### src/rtl/gstsnd_pkg.sv
// Shared constants for the STE DMA sound sequencer: register indices, FSM states, address width.
// Optional looping playback is enabled with the GSTSND_LOOP_EN macro.
package gstsnd_pkg;

  localparam int GSTSND_ADDR_W = 23;

  localparam logic [3:0] REG_CTRL      = 4'd0;
  localparam logic [3:0] REG_START_HI  = 4'd1;
  localparam logic [3:0] REG_START_MID = 4'd2;
  localparam logic [3:0] REG_START_LO  = 4'd3;
  localparam logic [3:0] REG_CNT_HI    = 4'd4;
  localparam logic [3:0] REG_CNT_MID   = 4'd5;
  localparam logic [3:0] REG_CNT_LO    = 4'd6;
  localparam logic [3:0] REG_END_HI    = 4'd7;
  localparam logic [3:0] REG_END_MID   = 4'd8;
  localparam logic [3:0] REG_END_LO    = 4'd9;

  typedef enum logic [2:0] {
    S_IDLE,
    S_ARM,
    S_WAIT,
    S_REQ,
    S_LOAD,
    S_NEXT
  } state_t;

endpackage

### src/rtl/gstsnd_regs.sv
// CPU register file: shadow start/end, control bits, combinational readback of registers and live counter.
// The loop bit exists only when GSTSND_LOOP_EN is defined; otherwise it reads 0.
module gstsnd_regs
  import gstsnd_pkg::*;
#(
  parameter int ADDR_W = GSTSND_ADDR_W
) (
  input  logic              clk32,
  input  logic              reset,
  input  logic              CS,
  input  logic [3:0]        A,
  input  logic              RW,
  input  logic [7:0]        DIN,
  output logic [7:0]        DOUT,
  input  logic [ADDR_W-1:0] counter,
  input  logic              clr_play,
  output logic              play,
  output logic              play_nxt,
  output logic              loop,
  output logic [ADDR_W-1:0] start_sh,
  output logic [ADDR_W-1:0] end_sh
);

  logic wr;
  assign wr = CS && !RW;

  // Registers are word addresses; the CPU sees them as a 24-bit byte address with bit 0 fixed at 0.
  function automatic logic [7:0] get_byte(input logic [ADDR_W-1:0] w, input logic [1:0] sel);
    logic [23:0] b;
    b = 24'({w, 1'b0});
    case (sel)
      2'd2:    return b[23:16];
      2'd1:    return b[15:8];
      default: return b[7:0];
    endcase
  endfunction

  function automatic logic [ADDR_W-1:0] set_byte(input logic [ADDR_W-1:0] w, input logic [1:0] sel,
                                                 input logic [7:0] d);
    logic [23:0] b;
    b = 24'({w, 1'b0});
    case (sel)
      2'd2:    b[23:16] = d;
      2'd1:    b[15:8]  = d;
      default: b[7:0]   = d;
    endcase
    return b[ADDR_W:1];
  endfunction

  // A CPU control write overrides the FSM's end-of-frame clear in the same cycle.
  always_comb begin
    play_nxt = play;
    if (clr_play)
      play_nxt = 1'b0;
    if (wr && A == REG_CTRL)
      play_nxt = DIN[0];
  end

  always_ff @(posedge clk32) begin
    if (reset) begin
      play     <= 1'b0;
      start_sh <= '0;
      end_sh   <= '0;
    end else begin
      play <= play_nxt;
      if (wr) begin
        case (A)
          REG_START_HI:  start_sh <= set_byte(start_sh, 2'd2, DIN);
          REG_START_MID: start_sh <= set_byte(start_sh, 2'd1, DIN);
          REG_START_LO:  start_sh <= set_byte(start_sh, 2'd0, DIN);
          REG_END_HI:    end_sh   <= set_byte(end_sh, 2'd2, DIN);
          REG_END_MID:   end_sh   <= set_byte(end_sh, 2'd1, DIN);
          REG_END_LO:    end_sh   <= set_byte(end_sh, 2'd0, DIN);
          default: ;
        endcase
      end
    end
  end

`ifdef GSTSND_LOOP_EN
  always_ff @(posedge clk32) begin
    if (reset)
      loop <= 1'b0;
    else if (wr && A == REG_CTRL)
      loop <= DIN[1];
  end
`else
  assign loop = 1'b0;
`endif

  always_comb begin
    DOUT = 8'h00;
    if (CS && RW) begin
      case (A)
        REG_CTRL:      DOUT = {6'd0, loop, play};
        REG_START_HI:  DOUT = get_byte(start_sh, 2'd2);
        REG_START_MID: DOUT = get_byte(start_sh, 2'd1);
        REG_START_LO:  DOUT = get_byte(start_sh, 2'd0);
        REG_CNT_HI:    DOUT = get_byte(counter, 2'd2);
        REG_CNT_MID:   DOUT = get_byte(counter, 2'd1);
        REG_CNT_LO:    DOUT = get_byte(counter, 2'd0);
        REG_END_HI:    DOUT = get_byte(end_sh, 2'd2);
        REG_END_MID:   DOUT = get_byte(end_sh, 2'd1);
        REG_END_LO:    DOUT = get_byte(end_sh, 2'd0);
        default:       DOUT = 8'h00;
      endcase
    end
  end

endmodule

### src/rtl/gstsnd_dma.sv
// DMA sound sequencer: fetches one sample word per shifter FIFO request and strobes SLOAD_N.
// GSTSND_LOOP_EN enables looping frames (re-arm at frame end with no idle cycle).
module gstsnd_dma
  import gstsnd_pkg::*;
#(
  parameter int ADDR_W = GSTSND_ADDR_W
) (
  input  logic              clk32,
  input  logic              reset,
  input  logic              CS,
  input  logic [3:0]        A,
  input  logic              RW,
  input  logic [7:0]        DIN,
  output logic [7:0]        DOUT,
  input  logic              SREQ,
  output logic              SLOAD_N,
  output logic              mem_req,
  output logic [ADDR_W-1:0] mem_addr,
  input  logic              mem_ack,
  output logic              sint,
  output logic              frame_end
);

  state_t            state;
  logic [ADDR_W-1:0] counter;
  logic [ADDR_W-1:0] end_act;
  logic [ADDR_W-1:0] cnt_inc;
  logic [ADDR_W-1:0] start_sh;
  logic [ADDR_W-1:0] end_sh;
  logic              empty;
  logic              play;
  logic              play_nxt;
  logic              loop;
  logic              rearm;
  logic              clr_play;

  gstsnd_regs #(.ADDR_W(ADDR_W)) u_regs (
    .clk32    (clk32),
    .reset    (reset),
    .CS       (CS),
    .A        (A),
    .RW       (RW),
    .DIN      (DIN),
    .DOUT     (DOUT),
    .counter  (counter),
    .clr_play (clr_play),
    .play     (play),
    .play_nxt (play_nxt),
    .loop     (loop),
    .start_sh (start_sh),
    .end_sh   (end_sh)
  );

  assign cnt_inc  = counter + ADDR_W'(1);
  assign rearm    = loop && !empty;
  // frame_end is high exactly in the NEXT cycle that closes a frame.
  assign clr_play = (state == S_NEXT) && frame_end && !rearm;
  assign mem_addr = counter;
  assign sint     = (state != S_IDLE);

  always_ff @(posedge clk32) begin
    if (reset) begin
      state     <= S_IDLE;
      counter   <= '0;
      end_act   <= '0;
      empty     <= 1'b0;
      mem_req   <= 1'b0;
      SLOAD_N   <= 1'b1;
      frame_end <= 1'b0;
    end else begin
      SLOAD_N   <= 1'b1;
      frame_end <= 1'b0;
      case (state)
        S_IDLE: if (play_nxt) state <= S_ARM;
        S_ARM: begin
          counter <= start_sh;
          end_act <= end_sh;
          empty   <= (start_sh == end_sh);
          if (start_sh == end_sh) begin
            frame_end <= 1'b1;
            state     <= S_NEXT;
          end else begin
            state <= S_WAIT;
          end
        end
        S_WAIT: begin
          if (!play) begin
            state <= S_IDLE;
          end else if (SREQ) begin
            mem_req <= 1'b1;
            state   <= S_REQ;
          end
        end
        S_REQ: begin
          if (mem_ack) begin
            mem_req <= 1'b0;
            SLOAD_N <= 1'b0;
            state   <= S_LOAD;
          end
        end
        S_LOAD: begin
          frame_end <= (cnt_inc == end_act);
          state     <= S_NEXT;
        end
        S_NEXT: begin
          // An empty frame leaves the counter parked on start (== end).
          if (!empty)
            counter <= cnt_inc;
          if (frame_end)
            state <= rearm ? S_ARM : S_IDLE;
          else
            state <= play ? S_WAIT : S_IDLE;
        end
        default: state <= S_IDLE;
      endcase
    end
  end

endmodule
### config.mk
export PLATFORM = sky130hd
export DESIGN_NAME = gstsnd_dma
export DESIGN_NICKNAME = d
export VERILOG_FILES = /design/src/rtl/gstsnd_pkg.sv /design/src/rtl/gstsnd_regs.sv /design/src/rtl/gstsnd_dma.sv
export SDC_FILE = /design/constraint.sdc
export NUM_CORES = 1
export LEC_CHECK = 0
export BUFFER_PORTS_ARGS = -buffer_cell sky130_fd_sc_hd__buf_2
export CAP_MARGIN = 40
export CORE_ASPECT_RATIO = 0.75
export CORE_MARGIN = 2
export CORE_UTILIZATION = 25
export CTS_CLUSTER_SIZE = 24
export DETAILED_ROUTE_END_ITERATION = 10
export PLACE_DENSITY = 0.39
export RECOVER_POWER = 50
export SETUP_SLACK_MARGIN = 0.4
export SYNTH_ARGS = -nofsm -noshare
export SYNTH_HDL_FRONTEND = slang
export SYNTH_SLANG_ARGS = --single-unit
### constraint.sdc
create_clock -name clk32 -period 4.11 [get_ports clk32]
set_input_delay 0.822 -clock clk32 [delete_from_list [all_inputs] [get_ports clk32]]
set_output_delay 0.822 -clock clk32 [all_outputs]
set_load 0.005 [all_outputs]
==> flow_metrics.py, run 1 <==
metrics = {
    "logic_synthesis": {
        "yosys.area_share.adder": 0.00213,
        "synth.area.mux_share": 0.0850,
        "yosysSeqAreaShare": 0.341,
        "synth_top_flop_cell": "dfxtp_1",
        "yosys.area_share.simple": 0.243,
        "synth_nets": 773,
        "ys_ff_latch": 100,
        "ys_async_sr_fraction": 0,
        "syn-cell-area_mm2": 0.00587,
        "synth_top_family_by_area": "simple AND/OR/NAND/NOR gates",
        "synth-compound-area-share": 0.195,
        "synth.avg_cell_area_um2": 7.79,
        "synth_edf_count": 0,
        "ys_warn_count": 0,
        "synthCells": 754,
        "synth_cell_type_count": 66,
        "synth-xor-area-share": 0.0790,
    },
    "clock_tree": {
        "cts_tree": "yes",
        "cts-root-buf": "clkbuf_16",
        "cts_max_level": 3,
        "clock_latency_ps": 370,
        "cts_resized": 0,
        "cts.sinks": 100,
        "hold_buffers": 0,
        "clockBufferDepth": 2,
        "path_clk_slew_ps": 70,
        "cts_inserted_buffers": 9,
        "cts_setup_buffers": 0,
    },
    "timing": {
        "worst_pin_slew_ps": 1450,
        "fin_skew_ps": 12.4,
        "setup_tns_ps": 0,
        "fin_crit_ps": 3550,
        "fmaxAchievable_mhz": 281,
        "fin_crit_sh": 0.865,
        "hold_slack_ps": 469,
        "rsz0062_at_grt": "false",
        "relSlewSlack": 0.0345,
        "setup_violations": 0,
        "drv_slew": 0,
        "finalHoldViolations": 0,
    },
    "floorplan": {
        "dieArea_mm2": 0.0248,
        "die_width_um": 181,
        "core-area_mm2": 0.0231,
        "start_util": 0.255,
        "core.rowCount": 48,
        "die_h_um": 137,
        "io_pins": 53,
    },
    "placed_design": {
        "io_buffer_count": 52,
        "dp_hpwl_um": 17400,
        "place_congestion": 0.872,
    },
    "power": {
        "irDropWorstVdd_v": 0.000195,
        "p_total_mw": 2.01,
        "switching_share": 0.249,
        "comb_power_share": 0.056,
        "p_sw_mw": 0.499,
        "intPower_mw": 1.51,
        "pwr-share-seq": 0.489,
        "p_leak_nw": 2.42,
        "power.density_mw_per_mm2": 305,
        "p_clk_frac": 0.455,
    },
    "detailed_routing": {
        "firstDrtPassIters": 5,
        "routedWlPerCell_um": 21.9,
        "final_antenna_net_count": 0,
        "vias": 5642,
        "routed_via_density": 5.26,
        "drcViolationCount": 0,
        "drt_iter0_drc": 454,
        "drt_wl_total_um": 23500,
    },
    "setup_path": {
        "crit_path_end_kind": "register",
        "ff2ff_setup_slack_ps": 1400,
        "critPathMaxFanout": 63,
        "timing.rr.start": "state[0]",
        "worstPathArrival_ps": 3750,
        "required_ps": 4310,
        "r2r.worst_path.cells": 6,
        "start_kind": "input pin",
        "r2r-end": "mem_addr[22]",
        "path_class": "input pin to register",
    },
    "layout": {
        "final_cell_mix": "nand2_1, dfxtp_1, nor2_1",
        "multi_input_area_mm2": 0.00355,
        "final_common_cell": "nand2_1",
        "fin_nets": 786,
        "drive_gt1_frac": 0.102,
        "diodes": 0,
        "syn_to_final_growth_pct": 12.2,
        "fillCellCount": 2548,
        "seqCellArea_mm2": 0.00200,
        "post-route-util": 0.286,
    },
    "grt": {
        "grt_first_pass_wirelength_um": 34800,
        "antenna_found_initial": 0,
        "grt_max_degree": 64,
        "grt_pass1_vias": 5142,
        "track_usage": 0.193,
        "grt_overflow": 0,
    },
    "flow_run": {
        "drv_cap": 0,
    },
    "run_status": {
        "status": "finished clean",
    },
    "worst_hold_path": {
        "whs_endpoint": "end_act[13]",
        "worstHoldPathCells": 2,
        "holdCritStartpoint": "end_act[13]",
        "worstHoldPathType": "register to register",
    },
}
## area by class of cell
type / count / share of cell area
Inverter: 4 / 0.00228
Sequential cell: 100 / 0.304
Tap cell: 300 / 0.0570
Timing Repair Buffer: 65 / 0.0509
Clock inverter: 5 / 0.00893
Clock buffer: 11 / 0.0384
Multi-Input combinational cell: 587 / 0.539
## Yosys cell counts (5+ instances only)
library cell,number,area (µm²)
xor2_1,29,254
clkbuf_1,47,176
nor2_1,81,304
nand3_1,29,145
nor4_1,10,62.6
mux2_2,7,78.8
xnor2_1,24,210
nand2_1,117,439
or3_1,6,37.5
nor3_1,8,40.0
a22oi_1,16,120
a31oi_1,8,50.1
o31ai_1,10,75.1
nor2b_1,10,62.6
dfxtp_1,100,2000
and2_1,5,31.3
mux2i_1,42,420
a21oi_1,64,320
nand4_1,13,81.3
a22o_1,11,96.3
o21ai_0,28,140
## routing by layer
| layer | GRT usage | vias up | part of all wire |
|---|---|---|---|
| met2 | 0.282 | 166 | 0.42 |
| met3 | 0.0436 | 17 | 0.061 |
| met1 | 0.287 | 2755 | 0.51 |
| li1 | - | 2704 | - |
| met5 | 0 | - | 0 |
| met4 | 0.0438 | 0 | 0.011 |
## flip-flops by register name, indices dropped and copies added (netlist names)
name,count
SLOAD_N,1
mem_req,1
mem_addr,23
state,3
end_act,23
u_regs.play,1
u_regs.start_sh,23
empty,1
frame_end,1
u_regs.end_sh,23
## critical path, cell delays in order
cell and delay (ps):
clkbuf_1 760, clkbuf_1 790, clkbuf_2 1180, nor2_1 140
## cell families (layout without fill, tap and decap cells)
family | after synthesis | after routing
AOI/OAI and AO/OA | 178 | 178
and+or+nand+nor | 306 | 306
adders and majority gates | 1 | 1
muxes | 49 | 49
DFF | 100 | 100
xor gates and xnor gates | 53 | 53
buffers and inverters | 67 | 85
## stage by stage
stage | instance area (µm²) | std cells | setup WS, ps
final | 6590 | 1072 | 555
after global routing | 6590 | 1072 | 256
after CTS | 6650 | 1072 | 622
after detailed placement | 6330 | 1056 | 624
after global placement | 6290 | 1054 | 648
after floorplan | 5870 | 754 | 1110
## how the worst max path moves through the flow
stage	slack, ps	end	startpoint
2_1_floorplan	1110	DOUT[2]	A[3]
3_3_place_gp	650	DOUT[1]	A[0]
3_5_place_dp	620	DOUT[1]	A[0]
4_1_cts	620	DOUT[1]	A[0]
5_1_grt	260	mem_addr[13]	reset
6_report	560	mem_addr[13]	reset
## power by group through the flow
stage | Sequential, mW | Clock [mW] | Combinational, mW
after detailed placement | 1.01 | 0 | 0.114
after global placement | 1.01 | 0 | 0.111
after floorplan | 0.999 | 0 | 0.0655
after CTS | 0.982 | 0.943 | 0.115
after global routing | 0.983 | 0.980 | 0.121
final | 0.982 | 0.914 | 0.112
No activity file was read; power rests on OpenSTA's default activity.
==> run 2: changes to the inputs <==
--- a/config.mk
+++ b/config.mk
@@ -12,9 +12,9 @@
 export CORE_UTILIZATION = 25
 export CTS_CLUSTER_SIZE = 24
 export DETAILED_ROUTE_END_ITERATION = 10
-export PLACE_DENSITY = 0.39
 export RECOVER_POWER = 50
 export SETUP_SLACK_MARGIN = 0.4
+export SLEW_MARGIN = 30
 export SYNTH_ARGS = -nofsm -noshare
 export SYNTH_HDL_FRONTEND = slang
 export SYNTH_SLANG_ARGS = --single-unit
==> flow_metrics.py, run 2 (same netlist as run 1, synthesis figures left out) <==
metrics = {
    "power": {
        "comb_power_share": 0.055,
        "power.density_mw_per_mm2": 299,
        "irDropWorstVdd_v": 0.000189,
        "switching_share": 0.271,
        "p_clk_frac": 0.446,
        "p_leak_nw": 2.41,
        "pwr-share-seq": 0.498,
        "intPower_mw": 1.44,
        "p_sw_mw": 0.533,
    },
    "placed_design": {
        "place_congestion": 0.992,
        "io_buffer_count": 52,
        "placed_cells": 1056,
        "dp_hpwl_um": 16300,
    },
    "floorplan": {
        "core.rowCount": 48,
        "dieArea_mm2": 0.0248,
        "die_width_um": 181,
        "core-area_mm2": 0.0231,
        "io_pins": 53,
        "die_h_um": 137,
        "start_util": 0.255,
    },
    "clock_tree": {
        "clockBufferDepth": 2,
        "cts.sinks": 100,
        "clock_latency_ps": 360,
        "cts_resized": 0,
        "cts_max_level": 3,
        "cts_setup_buffers": 0,
        "cts-root-buf": "clkbuf_16",
        "path_clk_slew_ps": 80,
        "cts_tree": "yes",
        "hold_buffers": 0,
        "cts_inserted_buffers": 9,
    },
    "setup_path": {
        "critPathSlowestCell": "clkbuf_2",
        "cp_num_buf_inv": 1,
        "path_cells": "clkbuf_2 > nor4_1 > nand4_1 > a2111oi_2 > nand4_1 > o31ai_1",
        "critPathMaxFanout": 101,
        "worstPathArrival_ps": 3670,
        "cp_common_cell": "nand4_1",
        "required_ps": 4340,
        "cp_top_family": "buffers and inverters",
        "start_kind": "input pin",
        "max_stage_delay_ps": 1040,
        "crit_path_end_kind": "register",
        "path_class": "input pin to register",
    },
    "flow_run": {
        "drv_cap": 1,
    },
    "detailed_routing": {
        "routedWlPerCell_um": 20.5,
        "firstDrtPassIters": 6,
        "vias": 5720,
        "drcViolationCount": 0,
        "drt_wl_total_um": 22000,
        "final_antenna_net_count": 0,
        "drt_iter0_drc": 612,
        "routed_via_density": 5.33,
    },
    "timing": {
        "fin_skew_ps": 8.05,
        "setup_tns_ps": 0,
        "finalHoldViolations": 0,
        "fmaxAchievable_mhz": 291,
        "relSlewSlack": -0.420,
        "worst_pin_slew_ps": 2130,
        "drv_slew": 102,
        "fin_crit_sh": 0.837,
        "fin_crit_ps": 3440,
        "setup_violations": 0,
        "hold_slack_ps": 471,
        "rsz0062_at_grt": "false",
    },
    "grt": {
        "antenna_found_initial": 3,
        "grt_pass1_vias": 5258,
        "grt_max_degree": 102,
        "grt_first_pass_wirelength_um": 33300,
        "track_usage": 0.180,
        "grt_overflow": 0,
    },
    "run_status": {
        "violations": "max-capacitance violations, max-slew violations",
        "status": "finished, violations left",
    },
    "layout": {
        "drive_gt1_frac": 0.0983,
        "syn_to_final_growth_pct": 12.1,
        "fin_nets": 787,
        "final_cell_mix": "nand2_1, dfxtp_1, nor2_1",
        "final_common_cell": "nand2_1",
        "instances_no_fill": 1074,
    },
    "worst_hold_path": {
        "worstHoldPathType": "register to register",
    },
}
==> run 2: cell types whose count changed in the layout (fill, tap and decap cells not counted), moves of 2 or more <==
| cell | before | now |
|---|---|---|
| buf_2 | 36 | 31 |
| clkbuf_1 | 18 | 23 |
| clkbuf_8 | 2 | 0 |
| clkinvlp_4 | 2 | 0 |
| inv_8 | 0 | 3 |
==> run 2: path summary, 6_finish.rpt <==
path / cells after the start / startpoint / slack, ps / endpoint
max reg2reg: 7 / mem_addr[2] / 930 / frame_end
max: 6 / reset / 670 / frame_end
min reg2reg: 2 / end_act[5] / 470 / end_act[5]
min: 2 / end_act[5] / 470 / end_act[5]
==> run 2: layout make-up <==
cell class              count  area (µm²)
well taps                 300         375
repair buffers             66         333
multi-input cells         587        3550
clock buffers               9         225
diodes                      1        2.50
flip-flops and latches    100        2000
clock inverters             7        76.3
inverters                   4        15.0
fillers                  2560       16500
==> run 2: per-stage QoR <==
step / total power [mW] / utilization / instance area, µm² / setup slack, ps
6_report: 1.97 / 0.285 / 6580 / 669
5_1_grt: 2.04 / 0.285 / 6580 / 351
4_1_cts: 1.98 / 0.287 / 6610 / 742
3_5_place_dp: 1.11 / 0.274 / 6310 / 763
3_3_place_gp: 1.11 / 0.273 / 6300 / 737
2_1_floorplan: 1.06 / - / 5870 / 1110
==> run 2: worst min-delay path, delay by kind of cell, from the launching register on <==
kind,cells,cell delay [ps]
flip-flops,1,320
AO/OA/AOI/OAI,1,50
AND/OR/NAND/NOR,1,50
==> run 2: per-layer routing <==
layer	vias to the layer above	global-route usage	share of wire
met5	-	0	0.00095
met4	4	0.0452	0.013
met3	27	0.0503	0.093
met2	245	0.260	0.42
met1	2754	0.262	0.48
li1	2690	-	-
==> run 2: power by group through the flow <==
stage | sequential, mW | clock (mW) | combinational, mW
after global routing | 0.982 | 0.940 | 0.119
after floorplan | 0.999 | 0 | 0.0655
after detailed placement | 1.00 | 0 | 0.107
after global placement | 1.00 | 0 | 0.107
after CTS | 0.981 | 0.895 | 0.107
final | 0.982 | 0.879 | 0.109
==> run 3: changes to the inputs <==
==> constraint.sdc (replaced) <==
create_clock -name clk32 -period 2.85 [get_ports clk32]
set_input_delay 0.57 -clock clk32 [delete_from_list [all_inputs] [get_ports clk32]]
set_output_delay 0.57 -clock clk32 [all_outputs]
set_load 0.005 [all_outputs]
==> flow_metrics.py, run 3 (same netlist as run 1, synthesis figures left out) <==
metrics = {
    "timing": {
        "fin_crit_sh": 0.898,
        "fin_crit_ps": 2560,
        "fmaxAchievable_mhz": 391,
        "relSlewSlack": -0.459,
        "finalHoldViolations": 0,
        "worst_pin_slew_ps": 2190,
        "drv_slew": 101,
        "fin_skew_ps": 12.1,
        "setup_tns_ps": 0,
        "setup_violations": 0,
        "rsz0062_at_grt": "true",
        "hold_slack_ps": 442,
    },
    "power": {
        "p_leak_nw": 2.69,
        "power.density_mw_per_mm2": 419,
        "p_total_mw": 2.95,
        "irDropWorstVdd_v": 0.000290,
    },
    "run_status": {
        "violations": "max-capacitance violations, max-slew violations",
        "status": "finished, violations left",
    },
    "placed_design": {
        "place_congestion": 0.981,
        "dpl-instance-area_mm2": 0.00660,
        "io_buffer_count": 52,
        "dp_hpwl_um": 16800,
    },
    "setup_path": {
        "cp_top_family": "buffers and inverters",
        "r2r.worst_path.cells": 8,
        "ff2ff_setup_slack_ps": 330,
        "path_depth": 6,
        "cp_num_buf_inv": 2,
        "path_class": "register to output port",
        "max_stage_delay_ps": 400,
        "critPathSlowestCell": "clkbuf_1",
        "start_kind": "register",
        "path_cells": "clkbuf_1 > mux2_2 > a22o_1 > a221oi_2 > nor2_1 > buf_2",
        "crit_path_end_kind": "output port",
        "worstPathArrival_ps": 1990,
        "timing.rr.start": "mem_addr[6]",
        "r2r-end": "frame_end",
        "critPathMaxFanout": 9,
        "required_ps": 2280,
    },
    "detailed_routing": {
        "firstDrtPassIters": 6,
        "routed_via_density": 5.31,
        "drcViolationCount": 0,
        "routedWlPerCell_um": 20.2,
        "vias": 5930,
        "drt_wl_total_um": 22500,
        "drt_iter0_drc": 677,
        "final_antenna_net_count": 0,
    },
    "worst_hold_path": {
        "worstHoldPathCells": 2,
        "holdCritStartpoint": "mem_ack",
        "whs_endpoint": "SLOAD_N",
        "worstHoldPathType": "input pin to register",
    },
    "layout": {
        "final_area_mm2": 0.00704,
        "fin_nets": 831,
        "final_cell_mix": "nand2_1, dfxtp_1, nor2_1",
        "final_common_cell": "nand2_1",
        "drive_gt1_frac": 0.170,
        "diodes": 0,
        "syn_to_final_growth_pct": 19.9,
    },
    "floorplan": {
        "core.rowCount": 48,
        "die_h_um": 137,
        "io_pins": 53,
        "die_width_um": 181,
        "start_util": 0.255,
        "core-area_mm2": 0.0231,
        "dieArea_mm2": 0.0248,
    },
    "clock_tree": {
        "clock_latency_ps": 360,
        "clockBufferDepth": 2,
        "cts-root-buf": "clkbuf_16",
        "cts_inserted_buffers": 9,
        "cts_tree": "yes",
        "path_clk_slew_ps": 70,
        "cts.sinks": 100,
        "cts_max_level": 3,
    },
    "grt": {
        "grt_max_degree": 101,
        "grt-busiest-layer": "met1",
        "use_met2": 0.268,
        "gr-usage-met3": 0.0404,
        "grtUsageMet1": 0.270,
        "grt_overflow": 0,
        "grt_first_pass_wirelength_um": 34100,
        "grt_pass1_vias": 5369,
        "antenna_found_initial": 0,
        "track_usage": 0.183,
    },
    "flow_run": {
        "drv_cap": 1,
    },
}
## run 3: area by class of cell
| class | instances | area [µm²] |
|---|---|---|
| repair buffers | 110 | 714 |
| flip-flops and latches | 100 | 2000 |
| fillers | 2524 | 16000 |
| clock buffers | 9 | 225 |
| inverters | 4 | 15.0 |
| multi-input cells | 587 | 3620 |
| clock inverters | 7 | 91.3 |
| well taps | 300 | 375 |
## run 3: how the worst max path moves through the flow
stage	startpoint	endpoint
after floorplan	A[2]	DOUT[5]
after global placement	A[0]	DOUT[4]
after detailed placement	A[0]	DOUT[4]
after CTS	A[2]	DOUT[4]
after global routing	mem_addr[6]	DOUT[7]
final	mem_addr[7]	DOUT[0]
## run 3: power by group
part           internal [mW]  switching (mW)  total, mW
combinational         0.0703           0.128      0.198
sequential              1.40          0.0118       1.41
clock                  0.706           0.634       1.34
## run 3: layer usage
layer | share of wire | up-vias
met1 | 0.49 | 2871
met3 | 0.078 | 29
met4 | 0.018 | 0
met2 | 0.41 | 228
met5 | 0 | -
li1 | - | 2802
## run 3: through the flow
step | cells | setup WS [ps] | util
detailed placement | 1093 | 84.4 | 0.286
floorplan | 754 | 455 | -
CTS | 1117 | 352 | 0.306
finish | 1117 | 291 | 0.305
global route | 1117 | 143 | 0.305
global placement | 1093 | 131 | 0.286
## run 3: what timing repair did
item                                    CTS  global route
resized for setup                        26            13
buffers inserted                          8             0
endpoints found under the setup margin    8             9
pin swaps                                 3             2
hold buffers                              0             0
endpoints found under the hold margin     0             0
